[config.mk]
export PLATFORM = sky130hd
export DESIGN_NAME = mem_responder
export DESIGN_NICKNAME = d
export VERILOG_FILES = /design/src/rtl/mem_responder.sv
export SDC_FILE = /design/constraint.sdc
export NUM_CORES = 2
export LEC_CHECK = 0
export CORE_ASPECT_RATIO = 1.1
export CORE_MARGIN = 2
export CORE_UTILIZATION = 49
export DETAILED_ROUTE_END_ITERATION = 10
export SYNTH_ARGS = -nofsm -noshare
export SYNTH_HDL_FRONTEND = slang
export SYNTH_SLANG_ARGS = --single-unit
export TNS_END_PERCENT = 1
[constraint.sdc]
create_clock -name clk -period 21.6 [get_ports clk]
set_input_delay 5.4 -clock clk [delete_from_list [all_inputs] [get_ports clk]]
set_output_delay 5.4 -clock clk [all_outputs]
set_load 0.1 [all_outputs]
[src/rtl/mem_responder.sv]
// Memory-side responder for the CU strobes RD/WR/RDM, with separate instruction and data banks.
// Optional wait states are enabled with `define MEM_WAIT_EN (WAIT state plus counter); without it every request completes in one cycle.
module mem_responder #(
    parameter int ADDR_W   = 8,
    parameter int DATA_W   = 8,
    parameter int DEPTH    = 256,
    parameter int WAIT_CYC = 2
) (
    input  logic              clk,
    input  logic              rst,
    input  logic              RD,
    input  logic              WR,
    input  logic              RDM,
    input  logic [ADDR_W-1:0] addr,
    input  logic [DATA_W-1:0] wdata,
    output logic [DATA_W-1:0] rdata,
    output logic              rvalid,
    output logic              wack,
    output logic              busy,
    output logic              err
);

    localparam int IDX_W = $clog2(2 * DEPTH);

    typedef enum logic [1:0] {IDLE, WAIT, DONE} state_t;

    state_t state, state_nxt;

    // imem occupies words [0, DEPTH), dmem occupies [DEPTH, 2*DEPTH); imem is never written here
    logic [DATA_W-1:0] mem [2*DEPTH];

    logic [ADDR_W-1:0] addr_p0;
    logic [DATA_W-1:0] wdata_p0;
    logic              dsel_p0;
    logic              op_rd_p0;
    logic [IDX_W-1:0]  idx;

    logic request, legal, accept, reject;
    logic in_range;

    assign request  = RD | WR;
    assign in_range = (32'(addr) < 32'(DEPTH));
    assign legal    = ((RD && !WR) || (WR && !RD && RDM)) && in_range;
    assign accept   = (state == IDLE) && request && legal;
    assign reject   = (state == IDLE) && request && !legal;

    assign idx = IDX_W'(addr_p0) + (dsel_p0 ? IDX_W'(DEPTH) : '0);

`ifdef MEM_WAIT_EN
    localparam int CNT_W    = (WAIT_CYC > 2) ? $clog2(WAIT_CYC) : 1;
    localparam int CNT_LOAD = (WAIT_CYC > 1) ? (WAIT_CYC - 1) : 0;

    logic [CNT_W-1:0] cnt;

    always_ff @(posedge clk or posedge rst) begin
        if (rst) begin
            cnt <= '0;
        end else if (accept) begin
            cnt <= CNT_W'(CNT_LOAD);
        end else if (state == WAIT && cnt != '0) begin
            cnt <= cnt - CNT_W'(1);
        end
    end

    assign busy = (state == WAIT);
`else
    localparam int unused_wait_cyc = WAIT_CYC;

    assign busy = 1'b0;
`endif

    always_comb begin
        state_nxt = state;
        unique case (state)
            IDLE: begin
                if (accept) begin
`ifdef MEM_WAIT_EN
                    state_nxt = WAIT;
`else
                    state_nxt = DONE;
`endif
                end
            end
            WAIT: begin
`ifdef MEM_WAIT_EN
                if (cnt == '0) state_nxt = DONE;
`else
                state_nxt = IDLE;
`endif
            end
            DONE:    state_nxt = IDLE;
            default: state_nxt = IDLE;
        endcase
    end

    // control and completion outputs; rdata only moves on a completed read
    always_ff @(posedge clk or posedge rst) begin
        if (rst) begin
            state  <= IDLE;
            rvalid <= 1'b0;
            wack   <= 1'b0;
            err    <= 1'b0;
            rdata  <= '0;
        end else begin
            state  <= state_nxt;
            rvalid <= (state == DONE) && op_rd_p0;
            wack   <= (state == DONE) && !op_rd_p0;
            err    <= reject;
            if (state == DONE && op_rd_p0) rdata <= mem[idx];
        end
    end

    // request capture
    always_ff @(posedge clk) begin
        if (accept) begin
            addr_p0  <= addr;
            wdata_p0 <= wdata;
            dsel_p0  <= RDM;
            op_rd_p0 <= RD;
        end
    end

    // write commit; a reset during WAIT/DONE returns state to IDLE so nothing lands
    always_ff @(posedge clk) begin
        if (state == DONE && !op_rd_p0) mem[idx] <= wdata_p0;
    end

endmodule

Yosys cells after proc, flatten, opt, wreduce, memory -nomap -nowiden
Memory sizes are Yosys's and may differ from the RTL's. A register that Yosys moved wholly into a read port is not among the register bits.
Index checks and enable logic that the tools add are counted.
- bits in writable memories: 4096
- output and inout bits: 12
- memories kept: 1
- bits of input ports: 21
- word-level logic and storage cells: 32
- flip-flop bits (word level): 23
- memory list (memory ; depth ; width ; rd ports ; clocked after memory_dff ; write ports ; line ; text):
    mem ; 512 ; 8 ; 1 ; 1 ; 1 ; 30 ; logic [DATA_W-1:0] mem [2*DEPTH];
- mux-type cells: 5
- bitwise logic cells: 1
- reductions and logical operators: 14
- eq/ne operators: 2
- add/subtract/negate cells: 1
- operator list (cell ; number):
    $add 8x9->9 ; 1
    $mux 9 ; 1
    $logic_and 1x1->1 ; 8
    $logic_not 1->1 ; 4
    $mux 2 ; 2
    $eq 2x2->1 const B ; 1
    $logic_not 2->1 ; 1
    $mux 1 ; 2
    $ne 2x2->1 const B ; 1
    $logic_or 1x1->1 ; 1
    $or 1x1->1 ; 1

Logic depth before layout (Yosys ltp)
- depth in word-level cells: 7
- mapped depth: 13
- mapped depth without buffers: 7

Least setup slack after synthesis
Ideal clock, no wire load.
- kind: register to register
- start point: register wdata_p0[0]
- end point: memory mem[0][0], data pin
- period minus slack after synthesis: 7.593 ns
- required time: 20.165 ns
- buffers on the path: 0
- arrival time: 6.158 ns
- stages on the path, launching flop included: 1
- setup slack: 14.007 ns
- library setup time: 1.435 ns
- path through: edfxtp_1
- RTL lines (element ; line ; text):
    from (decl) ; 33 ; logic [DATA_W-1:0] wdata_p0;
    from (signal assigned) ; 117 ; wdata_p0 <= wdata;
    to (decl) ; 30 ;
Straight into the memory's write port.

Worst setup path after layout
- start point: register rdata[3], read port of mem
- end point: output port rdata[3]
- RTL lines (element ; line ; text):
    from (decl) ; 16 ; output logic [DATA_W-1:0] rdata,
No word-level cell between the ends.

==> impl_metrics.py <==
metrics = {
    "worst_setup_path": {
        "critPathSlowestCell": "clkdlybuf4s50_1",
        "cp_max_fo": 2,
        "cp_top_family": "buffers and inverters",
        "path_cells": "clkdlybuf4s50_1",
        "path_buf_inv": 1,
        "start_kind": "flip-flop",
        "critPathArrivalTime_ps": 2750,
        "regToRegSetupSlack_ps": 14650,
        "required_ps": 16200,
        "critPathKind": "reg -> out",
        "cpPeakStageDelay_ps": 1200,
        "worst_setup_path_end_kind": "output port",
    },
    "timing": {
        "fin_crit_ps": 8150,
        "skew_ps": 51.5,
        "worst_pin_slew_ps": 1490,
        "setup_viol": 0,
        "maxSlewViolCount": 0,
        "slew-limit-headroom_pct": 0.421,
        "finalSetupTns_ps": 0,
        "setup_slack_ps": 13450,
        "rsz0062_at_grt": "false",
        "final_hold_viol_count": 0,
        "max_freq_mhz": 123,
        "fin_crit_sh_pct": 37.7,
    },
    "placed_design": {
        "dp_worst_setup_slack_ps": 14260,
        "dp.cells": 11600,
        "hpwl_microns": 303000,
        "port_buffers": 31,
        "gp_congestion": 0.977,
    },
    "floorplan": {
        "die_area_sq_mm": 0.331,
        "die_h_microns": 603,
        "io_pins": 33,
        "die_w_microns": 549,
        "coreArea_sq_mm": 0.324,
        "rows": 219,
        "initial_utilization_pct": 49.3,
    },
    "detailed_routing": {
        "ant_nets": 0,
        "wl_per_cell_microns": 39.4,
        "drt_iter0_drc": 11800,
        "remaining_drc_errors": 0,
        "vias": 81400,
        "totalWireLength_microns": 487000,
        "firstDrtPassIters": 6,
        "vias_per_cell": 6.58,
    },
    "cts": {
        "clk_latency_ps": 990,
        "clk_pin_slew_worst_paths_ps": 70,
        "cts-root-buf": "clkbuf_16",
        "cts_setup_buffers": 0,
        "hold_buffers": 0,
        "cts_sinks": 4126,
        "cts_tree": "done",
        "htreeDepth": 5,
        "clockBufferDepth": 4,
        "cts_buffers": 406,
        "post_cts_resize_count": 0,
    },
    "global_routing": {
        "antenna_found_initial": 42,
        "grt_max_degree": 217,
        "grt_pass1_vias": 80100,
        "grt_pass1_wl_microns": 669000,
        "track_usage_pct": 29.4,
        "grt_overflow": 0,
    },
    "final_layout": {
        "mostFrequentLayoutCell": "edfxtp_1",
        "final_net_count": 7737,
        "syn2layout_area_growth_pct": 11.5,
        "final_cell_mix": "edfxtp_1 (4114), mux4_2 (993), nor2_1 (587)",
        "drive_gt1_share_pct": 23.2,
        "fin_cells": 12400,
    },
    "logic_synthesis": {
        "synth-seq-cells": 4126,
        "syn_area_per_cell_sq_um": 21.3,
        "synthArstFlopShare_pct": 0.291,
        "synthCells": 7519,
        "synth_seq_area_share_pct": 77.5,
        "syn_area_sq_mm": 0.160,
        "synth_top_flop_cell": "edfxtp_1",
        "synth_fp_nets": 7540,
        "synth_cell_types": 74,
        "synth_edf_count": 4114,
        "yosysWarnings": 0,
    },
    "hold_path": {
        "hold_class": "reg -> reg",
    },
    "pwr": {
        "ir_drop_mv": 0.0702,
        "leakage_nw": 54.8,
        "power_density_mw_per_mm2": 93.9,
        "p_total_mw": 16.7,
    },
    "status": {
        "violations": "max-capacitance violations",
        "status": "finished, violations left",
    },
    "flow_run": {
        "cap_violations": 1,
    },
}
-- per-layer routing --
layer	share of wire, %	vias to the layer above	global-route usage (%)
li1	-	31800	-
met1	37	44100	39.4
met2	47	4553	45.2
met3	10	941	6.97
met4	6.1	18	15.1
met5	0.022	-	0
-- synth_stat cells, drive strengths merged (3+ instances only) --
master / n / share of area [%]
mux2i: 235 / 1.5
a22o: 15 / 0.082
and3: 23 / 0.090
o32ai: 8 / 0.044
or4: 3 / 0.014
nand2: 287 / 0.67
buf: 285 / 1.1
o22ai: 43 / 0.17
o2111ai: 12 / 0.066
inv: 5 / 0.012
and4: 3 / 0.016
mux2: 32 / 0.23
o211ai: 9 / 0.042
and3b: 4 / 0.022
nor4: 17 / 0.067
o21ai: 39 / 0.12
a21oi: 71 / 0.22
nand4: 20 / 0.078
nor3b: 7 / 0.039
nand2b: 8 / 0.031
a311oi: 7 / 0.038
nor3: 38 / 0.12
a221oi: 25 / 0.14
a211oi: 22 / 0.10
mux4: 993 / 14
a32o: 13 / 0.081
a2111oi: 14 / 0.081
and2: 20 / 0.078
or3: 3 / 0.012
nand3: 91 / 0.28
a31oi: 52 / 0.20
clkbuf: 189 / 0.45
nor2: 593 / 1.4
a22oi: 88 / 0.41
dfrtp: 12 / 0.19
a32oi: 43 / 0.24
edfxtp: 4114 / 77
nor4b: 3 / 0.016
o22a: 5 / 0.027
nor2b: 28 / 0.11
a41oi: 9 / 0.049
-- worst reg2reg max path: stages (launching register included) --
cell      delay (ps)
edfxtp_1         390
buf_12           400
buf_4            750
buf_4            740
buf_4            780
buf_4            840
mux4_2           630
nor2_1           130
nor3_1            80
a31oi_1          770
o211ai_1         230
nor4_1           310
a41oi_1          560
-- kinds of logic after synthesis --
logic type / share of synthesized area [%]
other: 0.00235
DFF: 77.5
and+or+nand+nor: 3.10
AOI/OAI and AO/OA: 2.22
buffers and inverters: 1.53
muxes: 15.7
-- cell type report --
class | instances | area (sq um)
Fill cell | 24300 | 146000
Clock inverter | 246 | 2130
Tap cell | 4309 | 5390
Inverter | 7 | 33.8
Sequential cell | 4126 | 124000
Multi-Input combinational cell | 2912 | 33900
Clock buffer | 497 | 10600
Timing Repair Buffer | 263 | 2270
Antenna cell | 16 | 40.0
-- report_power, final --
group	internal, mW	leakage, nW	total [mW]	switching [mW]
combinational	0.289	11.5	0.989	0.700
clock	3.86	6.21	6.91	3.05
sequential	8.84	37.1	8.85	0.0100
-- state kept, by name, summed over array words and instances (netlist names), 8 cells and up --
register,cells
rdata,8
wdata_p0,8
mem,4096
addr_p0,8
-- stage by stage --
| stage | hold WS (ps) | util [%] | instance area (sq um) |
|---|---|---|---|
| floorplan | 471 | - | 160000 |
| global placement | 545 | 51.0 | 165000 |
| detailed placement | 551 | 51.0 | 165000 |
| CTS | 565 | 55.0 | 178000 |
| global route | 606 | 55.0 | 178000 |
| finish | 565 | 55.0 | 178000 |
-- worst paths after layout --
path                                  to       start  cells after the start
worst max-delay path            rdata[3]    rdata[3]                      1
worst min register to register  rdata[2]    rdata[2]                      2
max in group asynchronous       rdata[0]         rst                      2
worst max register to register  rdata[7]  addr_p0[0]                     12
worst min-delay path            rdata[2]    rdata[2]                      2
min in group asynchronous       rdata[3]         rst                      2
No activity file was read; power rests on OpenSTA's default activity.
